## src/rtl/ammo_supply_if.sv

```systemverilog
// rtl/ammo_supply_if.sv - weapon-side and restock signal bundle for ammo_supply
interface ammo_supply_if #(
  parameter int N  = 9,
  parameter int RW = 12
) ();
  logic [N-1:0]  cur_ammo;
  logic          weapon_error;
  logic          reload_req;
  logic          restock_valid;
  logic [RW-1:0] restock_qty;
  logic          restock_ready;
  logic [N-1:0]  ammo_out;
  logic          loading_ammo;
  logic [RW-1:0] reserve;
  logic          busy;
  logic          empty_err;

  modport master (
    output cur_ammo, weapon_error, reload_req, restock_valid, restock_qty,
    input  restock_ready, ammo_out, loading_ammo, reserve, busy, empty_err
  );

  modport slave (
    input  cur_ammo, weapon_error, reload_req, restock_valid, restock_qty,
    output restock_ready, ammo_out, loading_ammo, reserve, busy, empty_err
  );
endinterface

```

## src/rtl/ammo_supply.sv

```systemverilog
// rtl/ammo_supply.sv - reserve stock, chunked reload transfer and weapon load strobe
// Optional auto-reload on low ammo / weapon error: define AMMO_AUTO_RELOAD_EN.
module ammo_supply #(
  parameter int N            = 9,
  parameter int RW           = 12,
  parameter int MAG_CAP      = 256,
  parameter int RESERVE_INIT = 1024,
  parameter int CHUNK        = 16,
  parameter int LOAD_CYCLES  = 2,
  parameter int LOW_MARK     = 8
) (
  input  logic         clk,
  input  logic         rst,
  ammo_supply_if.slave bus
);
  localparam int GW = N + 1;
  localparam int CW = (RW > GW) ? RW : GW;
  localparam logic [RW-1:0] RES_MAX   = {RW{1'b1}};
  localparam logic [GW-1:0] CAP       = GW'(MAG_CAP);
  localparam logic [GW-1:0] CHUNK_W   = GW'(CHUNK);
  localparam logic [7:0]    LOAD_LAST = 8'(LOAD_CYCLES - 1);

  typedef enum logic [1:0] {IDLE, CHECK, XFER, LOAD} state_t;

  state_t        state, state_nx;
  logic [RW-1:0] reserve_q, reserve_nx;
  logic [N-1:0]  ammo_q, ammo_nx;
  logic          loading_q, loading_nx;
  logic          empty_q, empty_nx;
  logic [GW-1:0] grant_q, grant_nx;
  logic [GW-1:0] staged_q, staged_nx;
  logic [7:0]    load_cnt_q, load_cnt_nx;
  logic          ready_q, busy_q;

  logic          trigger;
  logic [RW:0]   restock_sum;
  logic [GW-1:0] cur_w, need, remain, step, load_sum;

`ifdef AMMO_AUTO_RELOAD_EN
  logic auto_hit;
  assign auto_hit = (bus.cur_ammo <= N'(LOW_MARK)) || bus.weapon_error;
  // An empty reserve that has already been flagged must not retrigger every cycle.
  assign trigger  = bus.reload_req || (auto_hit && !((reserve_q == '0) && empty_q));
`else
  localparam int unused_low_mark = LOW_MARK;
  logic unused_weapon_error;
  assign unused_weapon_error = bus.weapon_error;
  assign trigger = bus.reload_req;
`endif

  always_comb begin
    state_nx    = state;
    reserve_nx  = reserve_q;
    ammo_nx     = ammo_q;
    loading_nx  = loading_q;
    empty_nx    = empty_q;
    grant_nx    = grant_q;
    staged_nx   = staged_q;
    load_cnt_nx = load_cnt_q;

    cur_w       = {1'b0, bus.cur_ammo};
    restock_sum = {1'b0, reserve_q} + {1'b0, bus.restock_qty};
    need        = (cur_w >= CAP) ? '0 : CAP - cur_w;
    remain      = grant_q - staged_q;
    step        = (remain > CHUNK_W) ? CHUNK_W : remain;
    load_sum    = cur_w + grant_q;

    case (state)
      IDLE: begin
        if (bus.restock_valid && ready_q)
          reserve_nx = restock_sum[RW] ? RES_MAX : restock_sum[RW-1:0];
        if (trigger)
          state_nx = CHECK;
      end
      CHECK: begin
        if (need == '0) begin
          state_nx = IDLE;
        end else if (reserve_q == '0) begin
          empty_nx = 1'b1;
          state_nx = IDLE;
        end else begin
          grant_nx  = (CW'(reserve_q) < CW'(need)) ? GW'(reserve_q) : need;
          staged_nx = '0;
          state_nx  = XFER;
        end
      end
      XFER: begin
        reserve_nx = reserve_q - RW'(step);
        staged_nx  = staged_q + step;
        // cur_ammo is sampled here so rounds fired during the transfer are counted.
        if ((staged_q + step) == grant_q) begin
          state_nx    = LOAD;
          ammo_nx     = (load_sum > CAP) ? N'(CAP) : load_sum[N-1:0];
          loading_nx  = 1'b1;
          empty_nx    = 1'b0;
          load_cnt_nx = '0;
        end
      end
      LOAD: begin
        if (load_cnt_q == LOAD_LAST) begin
          loading_nx = 1'b0;
          state_nx   = IDLE;
        end else begin
          load_cnt_nx = load_cnt_q + 8'd1;
        end
      end
      default: state_nx = IDLE;
    endcase
  end

  always_ff @(posedge clk) begin
    if (rst) begin
      state      <= IDLE;
      reserve_q  <= RW'(RESERVE_INIT);
      ammo_q     <= '0;
      loading_q  <= 1'b0;
      empty_q    <= 1'b0;
      grant_q    <= '0;
      staged_q   <= '0;
      load_cnt_q <= '0;
      ready_q    <= 1'b1;
      busy_q     <= 1'b0;
    end else begin
      state      <= state_nx;
      reserve_q  <= reserve_nx;
      ammo_q     <= ammo_nx;
      loading_q  <= loading_nx;
      empty_q    <= empty_nx;
      grant_q    <= grant_nx;
      staged_q   <= staged_nx;
      load_cnt_q <= load_cnt_nx;
      ready_q    <= (state_nx == IDLE);
      busy_q     <= (state_nx != IDLE);
    end
  end

  assign bus.restock_ready = ready_q;
  assign bus.busy          = busy_q;
  assign bus.ammo_out      = ammo_q;
  assign bus.loading_ammo  = loading_q;
  assign bus.reserve       = reserve_q;
  assign bus.empty_err     = empty_q;
endmodule
```

## src/flat_wrapper.sv

```systemverilog
// flat-port wrapper written by rule: the top's interface ports become plain ports
module ammo_supply_flat 
#(
  parameter int N            = 9,
  parameter int RW           = 12,
  parameter int MAG_CAP      = 256,
  parameter int RESERVE_INIT = 1024,
  parameter int CHUNK        = 16,
  parameter int LOAD_CYCLES  = 2,
  parameter int LOW_MARK     = 8
)
  (clk, rst, bus_cur_ammo, bus_weapon_error, bus_reload_req, bus_restock_valid, bus_restock_qty, bus_restock_ready, bus_ammo_out, bus_loading_ammo, bus_reserve, bus_busy, bus_empty_err);
  ammo_supply_if #(.N(N), .RW(RW)) bus_i ();
  input  logic clk;
  input  logic rst;
  input wire logic [$bits(bus_i.cur_ammo)-1:0] bus_cur_ammo;
  input wire logic [$bits(bus_i.weapon_error)-1:0] bus_weapon_error;
  input wire logic [$bits(bus_i.reload_req)-1:0] bus_reload_req;
  input wire logic [$bits(bus_i.restock_valid)-1:0] bus_restock_valid;
  input wire logic [$bits(bus_i.restock_qty)-1:0] bus_restock_qty;
  output wire logic [$bits(bus_i.restock_ready)-1:0] bus_restock_ready;
  output wire logic [$bits(bus_i.ammo_out)-1:0] bus_ammo_out;
  output wire logic [$bits(bus_i.loading_ammo)-1:0] bus_loading_ammo;
  output wire logic [$bits(bus_i.reserve)-1:0] bus_reserve;
  output wire logic [$bits(bus_i.busy)-1:0] bus_busy;
  output wire logic [$bits(bus_i.empty_err)-1:0] bus_empty_err;
  assign bus_i.cur_ammo = bus_cur_ammo;
  assign bus_i.weapon_error = bus_weapon_error;
  assign bus_i.reload_req = bus_reload_req;
  assign bus_i.restock_valid = bus_restock_valid;
  assign bus_i.restock_qty = bus_restock_qty;
  assign bus_restock_ready = bus_i.restock_ready;
  assign bus_ammo_out = bus_i.ammo_out;
  assign bus_loading_ammo = bus_i.loading_ammo;
  assign bus_reserve = bus_i.reserve;
  assign bus_busy = bus_i.busy;
  assign bus_empty_err = bus_i.empty_err;
  ammo_supply #(.N(N), .RW(RW), .MAG_CAP(MAG_CAP), .RESERVE_INIT(RESERVE_INIT), .CHUNK(CHUNK), .LOAD_CYCLES(LOAD_CYCLES), .LOW_MARK(LOW_MARK)) u_core (.clk(clk), .rst(rst), .bus(bus_i));
endmodule
```

## config.mk

```make
export PLATFORM = sky130hd
export DESIGN_NAME = ammo_supply_flat
export DESIGN_NICKNAME = d
export VERILOG_FILES = /design/src/rtl/ammo_supply_if.sv /design/src/rtl/ammo_supply.sv /design/src/flat_wrapper.sv
export SDC_FILE = /design/constraint.sdc
export NUM_CORES = 1
export LEC_CHECK = 0
export ABC_CLOCK_PERIOD_IN_PS = 15780
export CORE_ASPECT_RATIO = 1.25
export CORE_MARGIN = 2
export CORE_UTILIZATION = 64
export DETAILED_ROUTE_END_ITERATION = 8
export PLACE_DENSITY = 0.91
export SYNTH_ARGS = -nofsm -noshare
export SYNTH_HDL_FRONTEND = slang
export SYNTH_SLANG_ARGS = --single-unit
```

## constraint.sdc

```tcl
create_clock -name clk -period 15.78 [get_ports clk]
set_input_delay 3.945 -clock clk [delete_from_list [all_inputs] [get_ports clk]]
set_output_delay 3.945 -clock clk [all_outputs]
set_load 0.01 [all_outputs]
```

* Word-level counts from Yosys, hierarchy flattened *
Cells that the tools add are included.

storage, ports and cells
  register bits = 55

operators by class
  order comparisons = 4
  add/sub/neg operators = 7
  multiplexer cells = 26
  bitwise operators = 2
  reductions and logical operators = 16
  eq/ne operators = 12

operator list
  operator                                                  count
  two-way mux 10 bit                                        5
  two-way mux 12 bit                                        2
  case mux 12 bit (2 select lines)                          1
  case mux 10 bit (2 select lines)                          1
  two-way mux 8 bit                                         2
  case mux 8 bit (2 select lines)                           1
  adder 12 x 12 -> 13 bit                                   1
  logical NOT 12 bit                                        1
  < comparator 12 x 10 -> 1 bit                             1
  AND reduction 3 bit                                       4
  subtractor 12 x 10 -> 12 bit                              1
  adder 10 bit                                              1
  adder 9 x 10 -> 10 bit                                    1
  == test 10 bit                                            1
  > comparator 10 x 5 -> 1 bit, second input constant       1
  > comparator 10 x 9 -> 1 bit, second input constant       1
  logical NOT 10 bit                                        1
  two-way mux 2 bit                                         5
  subtractor 10 bit                                         1
  subtractor 9 x 9 -> 10 bit, first input constant          1
  greater-or-equal comparator 9 bit, second input constant  1
  two-way mux 9 bit                                         1
  adder 8 x 1 -> 8 bit, second input constant               1
  == test 8 x 1 -> 1 bit, second input constant             1
  other kinds (13)                                          30

* Depth between registers and ports, before layout *
  depth in word-level cells = 8
  mapped depth = 23
  mapped depth without buffers = 22

* Worst setup path after synthesis *
Ideal clock, no wire load.

  kind = input-to-reg
  from = input bus_cur_ammo[1]
  to = register u_core.grant_q[9]
  library setup time = 0.070 ns
  data required time = 15.710 ns
  stages on the path = 16
  buffers on the path = 2
  arrival = 7.809 ns
  setup slack = 7.902 ns
  path through = inv_1 > ha_1 > or4b_1 > clkbuf_1 > o21ai_0 > nor4b_1 > inv_1 > ha_1 > a21o_1 > a211o_1 > a211oi_1 > o21bai_1 > a2111oi_1 > buf_2 > mux2_2 > a21oi_1

between the ends
  longest elaborated chain between the ends = 5
  elaborated cells on any way between the ends = 8
  those cells by class = add/sub: 1; order compare: 2; mux: 2; bitwise: 1; reduce/logical: 2

RTL lines
  element                                                                          line                text
  from (decl)                                                                      flat_wrapper.sv:16  input wire logic [$bits(bus_i.cur_ammo)-1:0] bus_cur_ammo;
  subtractor 9 x 9 -> 10 bit or greater-or-equal comparator 9 bit (tied branches)  ammo_supply.sv:63   need = (cur_w >= CAP) ? '0 : CAP - cur_w;
  two-way mux 10 bit (*)                                                           ammo_supply.sv:63
  branches (longest 3 deep; another with < comparator 12 x 10 -> 1 bit)            --
  to (signal assigned)                                                             ammo_supply.sv:129  grant_q <= grant_nx;
  to (decl)                                                                        ammo_supply.sv:30   logic [GW-1:0] grant_q, grant_nx;

Mark *: on every way between the ends.
A chain may end at the register's enable or synchronous reset.

* Worst setup path in the final report *
  from = input bus_cur_ammo[1]
  to = register u_core.grant_q[5]

Same word-level chain as after synthesis.

==> results.sh <==
export IMPL_status="finished clean"
export IMPL_ys_types=76
export IMPL_postCtsResizedCells=0
export IMPL_fmax_ghz=0.1208
export IMPL_layout_drive_gt1_share_pct=5.068
export IMPL_ios=51
export IMPL_grt_max_degree=26
export IMPL_vias_per_cell=6.563
export IMPL_relSlewSlack_pct=30.45
export IMPL_utilization_pct=74.61
export IMPL_pre_cts_ws_ns=7.250
export IMPL_track_usage_pct=30.86
export IMPL_finalHoldViolations=0
export IMPL_grt_overflow_total=0
export IMPL_syn_avg_cell_area_um2=7.995
export IMPL_hp_start="u_core.bus.ammo_out[7]"
export IMPL_wl_mm=14.22
export IMPL_final_cell_mix="67 x ha_1, 55 x dfxtp_1, 49 x clkdlybuf4s50_1"
export IMPL_synth_xor_area_share_pct=6.884
export IMPL_pwr_density_cell_nw_per_um2=148.0
export IMPL_finalCritPeriodShare_pct=52.48
export IMPL_htree_num_levels=2
export IMPL_reg2reg_to="u_core.load_cnt_q[7]"
export IMPL_r2r_start="u_core.grant_q[0]"
export IMPL_reg2regPathDepth=22
export IMPL_synth_simple_area_share_pct=23.70
export IMPL_p_leak_nw=2.490
export IMPL_synth_top_family_by_area="compound AO/OA/AOI/OAI gates"
export IMPL_start_util_pct=66.17
export IMPL_route_detailed_drc=0
export IMPL_worstMarginPinSlew_ns=1.041
export IMPL_place_port_buffers=49
export IMPL_diodes=0
export IMPL_vias=5428
export IMPL_core_area_um2=8240
export IMPL_die_area_um2=9279
export IMPL_yosys_top_cells_area="dfxtp_1 20%, ha_1 15%, a21oi_1 4.3%"
export IMPL_die_y_um=107.2
export IMPL_synth_seq_area_share_pct=20.19
export IMPL_clock_path_buffers=2
export IMPL_holdPathEnd="u_core.bus.ammo_out[7]"
export IMPL_switchingPower_w=0.0004475
export IMPL_yosysTopAreaCellShare_pct=20.19
export IMPL_synthAdderAreaFrac_pct=17.21
export IMPL_ys_ff_latch=55
export IMPL_areaGrowthSynthToFinish_pct=12.76
export IMPL_tns_ns=0
export IMPL_ys_warn_count=0
export IMPL_fin_worst_skew_ns=0.01301
export IMPL_final_cells=827
export IMPL_syn_inst=682
export IMPL_maxCapViolCount=0
export IMPL_path_clk_slew_ns=0.12
export IMPL_synth_compound_area_share_pct=24.71
export IMPL_clock_sinks=55
export IMPL_die_x_um=86.56
export IMPL_rows=37
export IMPL_place_congestion=0.9429
export IMPL_ir_drop_mv=0.1339
export IMPL_path_max_fanout=13
export IMPL_num_fill_cells=602
export IMPL_switching_share_pct=49.19
export IMPL_synth_top_cell_by_area="dfxtp_1"
export IMPL_drtAntennaViolNets=0
export IMPL_placed_cells=819
export IMPL_worst_setup_path_end_kind="flip-flop"
export IMPL_cts_root_buf="clkbuf_8"
export IMPL_p_comb_share_pct=67.3
export IMPL_min_path_cells=1
export IMPL_final_setup_viol_count=0
export IMPL_pwr_share_seq_pct=22.5
export IMPL_dp_hpwl_mm=11.00
export IMPL_worstSkewPairLatency_ns=0.34
export IMPL_antenna_found_initial=0
export IMPL_post_cts_buffers=0
export IMPL_rrSetupSlack_ns=9.39
export IMPL_rsz0062_at_grt="no"
export IMPL_synth_edf_count=0
export IMPL_grt_pass1_vias=5167
export IMPL_grt_first_pass_wirelength_mm=23.36
export IMPL_synth_main_ff_cell="dfxtp_1"
export IMPL_ys_async_sr_fraction_pct=0
export IMPL_layout_cells_most_common="ha_1"
export IMPL_fin_nets=827
export IMPL_cts_hold_repair_buffers=0
export IMPL_critPathArrivalTime_ns=8.54
export IMPL_avgRoutedWirePerCell_um=17.20
export IMPL_first_pass_iters=8
export IMPL_synth_area_mux_share_pct=2.318
export IMPL_crit_type="primary input to flip-flop"
export IMPL_cp_required_ns=16.04
export IMPL_clockPowerShare_pct=10.2
export IMPL_cts_tree="done"
export IMPL_hp_class="flip-flop to flip-flop"
export IMPL_power_w=0.0009097
export IMPL_fin_ws_ns=7.499
export IMPL_fin_crit_ns=8.281
export IMPL_startpoint_type="primary input"
export IMPL_p_int_w=0.0004622
export IMPL_first_iter_violations=467
export IMPL_cts_made_buffers=5
export IMPL_final_max_slew_violation_count=0
export IMPL_synth_area_um2=5453
==> cells in the mapped netlist, types with 9 or more instances <==
library cell and count:
clkbuf_1 18, nor2b_1 14, o21a_1 11, xnor2_1 21, ha_1 67, inv_1 47, a21o_1 11, or2_2 10
dfxtp_1 55, nand2_1 46, nor2_1 41, or3_1 11, o21ai_0 40, xor2_1 14, o31ai_1 14, nand3_1 26
or4_1 9, nand2b_1 11, nor3_1 18, a21oi_1 47
==> state kept, by name, indices dropped and copies added (netlist names), 2 cells and up <==
name and count:
u_core.load_cnt_q 8, u_core.grant_q 10, u_core.state 2, u_core.staged_q 10, u_core.bus.ammo_out 9, u_core.bus.reserve 12
==> stage by stage <==
stage | area, um^2 | hold WS [ns]
6_report | 6148 | 0.4814
3_5_place_dp | 6046 | 0.4545
2_1_floorplan | 5479 | 0.4526
3_3_place_gp | 6046 | 0.4518
4_1_cts | 6148 | 0.4811
5_1_grt | 6148 | 0.4957
==> how the worst max path moves through the flow <==
stage / startpoint / endpoint / slack [ns] / cells past startpoint
finish: bus_cur_ammo[1] / u_core.grant_q[5] / 7.50 / 16
detailed placement: bus_cur_ammo[1] / u_core.grant_q[5] / 7.25 / 16
floorplan: bus_cur_ammo[1] / u_core.grant_q[9] / 7.90 / 16
global placement: bus_cur_ammo[1] / u_core.grant_q[5] / 7.38 / 16
global route: bus_cur_ammo[0] / u_core.grant_q[8] / 7.15 / 16
CTS: bus_cur_ammo[1] / u_core.grant_q[5] / 7.61 / 16
==> metal layers <==
layer,vias to the layer above,global-route usage (%),wire length [um],part of all wire [%]
met3,34,4.234,685,4.8
met4,0,11.38,386,2.7
met1,2592,36.64,5805,41
met2,195,55.60,7348,52
met5,-,0,0,0
li1,2607,-,-,-
==> critical path, stage by stage <==
cell,delay [ns]
clkdlybuf4s50_1,0.53
inv_1,0.17
ha_1,0.23
or4b_1,0.56
o21ai_0,0.21
nor4b_1,0.54
inv_1,0.09
ha_1,0.31
a21o_1,0.18
a211o_1,0.31
a211oi_1,0.21
o21bai_1,0.12
a2111oi_2,0.38
buf_4,0.26
mux2_2,0.36
o21ai_0,0.14
==> power groups by stage <==
stage / Sequential (W) / Clock, W / Combinational (W)
2_1_floorplan: 0.000198 / 0 / 0.000450
3_3_place_gp: 0.000204 / 0 / 0.000571
3_5_place_dp: 0.000206 / 0 / 0.000595
4_1_cts: 0.000203 / 0.0000927 / 0.000600
5_1_grt: 0.000208 / 0.0000982 / 0.000678
6_report: 0.000205 / 0.0000928 / 0.000612
==> cell families after synthesis <==
family / after synthesis
AND/OR/NAND/NOR: 233
AO/OA/AOI/OAI: 202
adder cells (fa/ha/maj): 72
buffers and inverters: 68
flip-flops: 55
XOR/XNOR: 38
multiplexers: 12
other: 2
==> cell type report <==
| cell class | count | area [um^2] | share of cell area, % |
|---|---|---|---|
| clock inverters | 3 | 33.78 | 0.5495 |
| inverters | 47 | 176.4 | 2.869 |
| repair buffers | 54 | 528.0 | 8.588 |
| flip-flops and latches | 55 | 1101 | 17.91 |
| well taps | 97 | 121.4 | 1.974 |
| clock buffers | 5 | 68.82 | 1.119 |
| multi-input cells | 566 | 4119 | 66.99 |
Note: power is estimated with default switching activity, not from simulation.
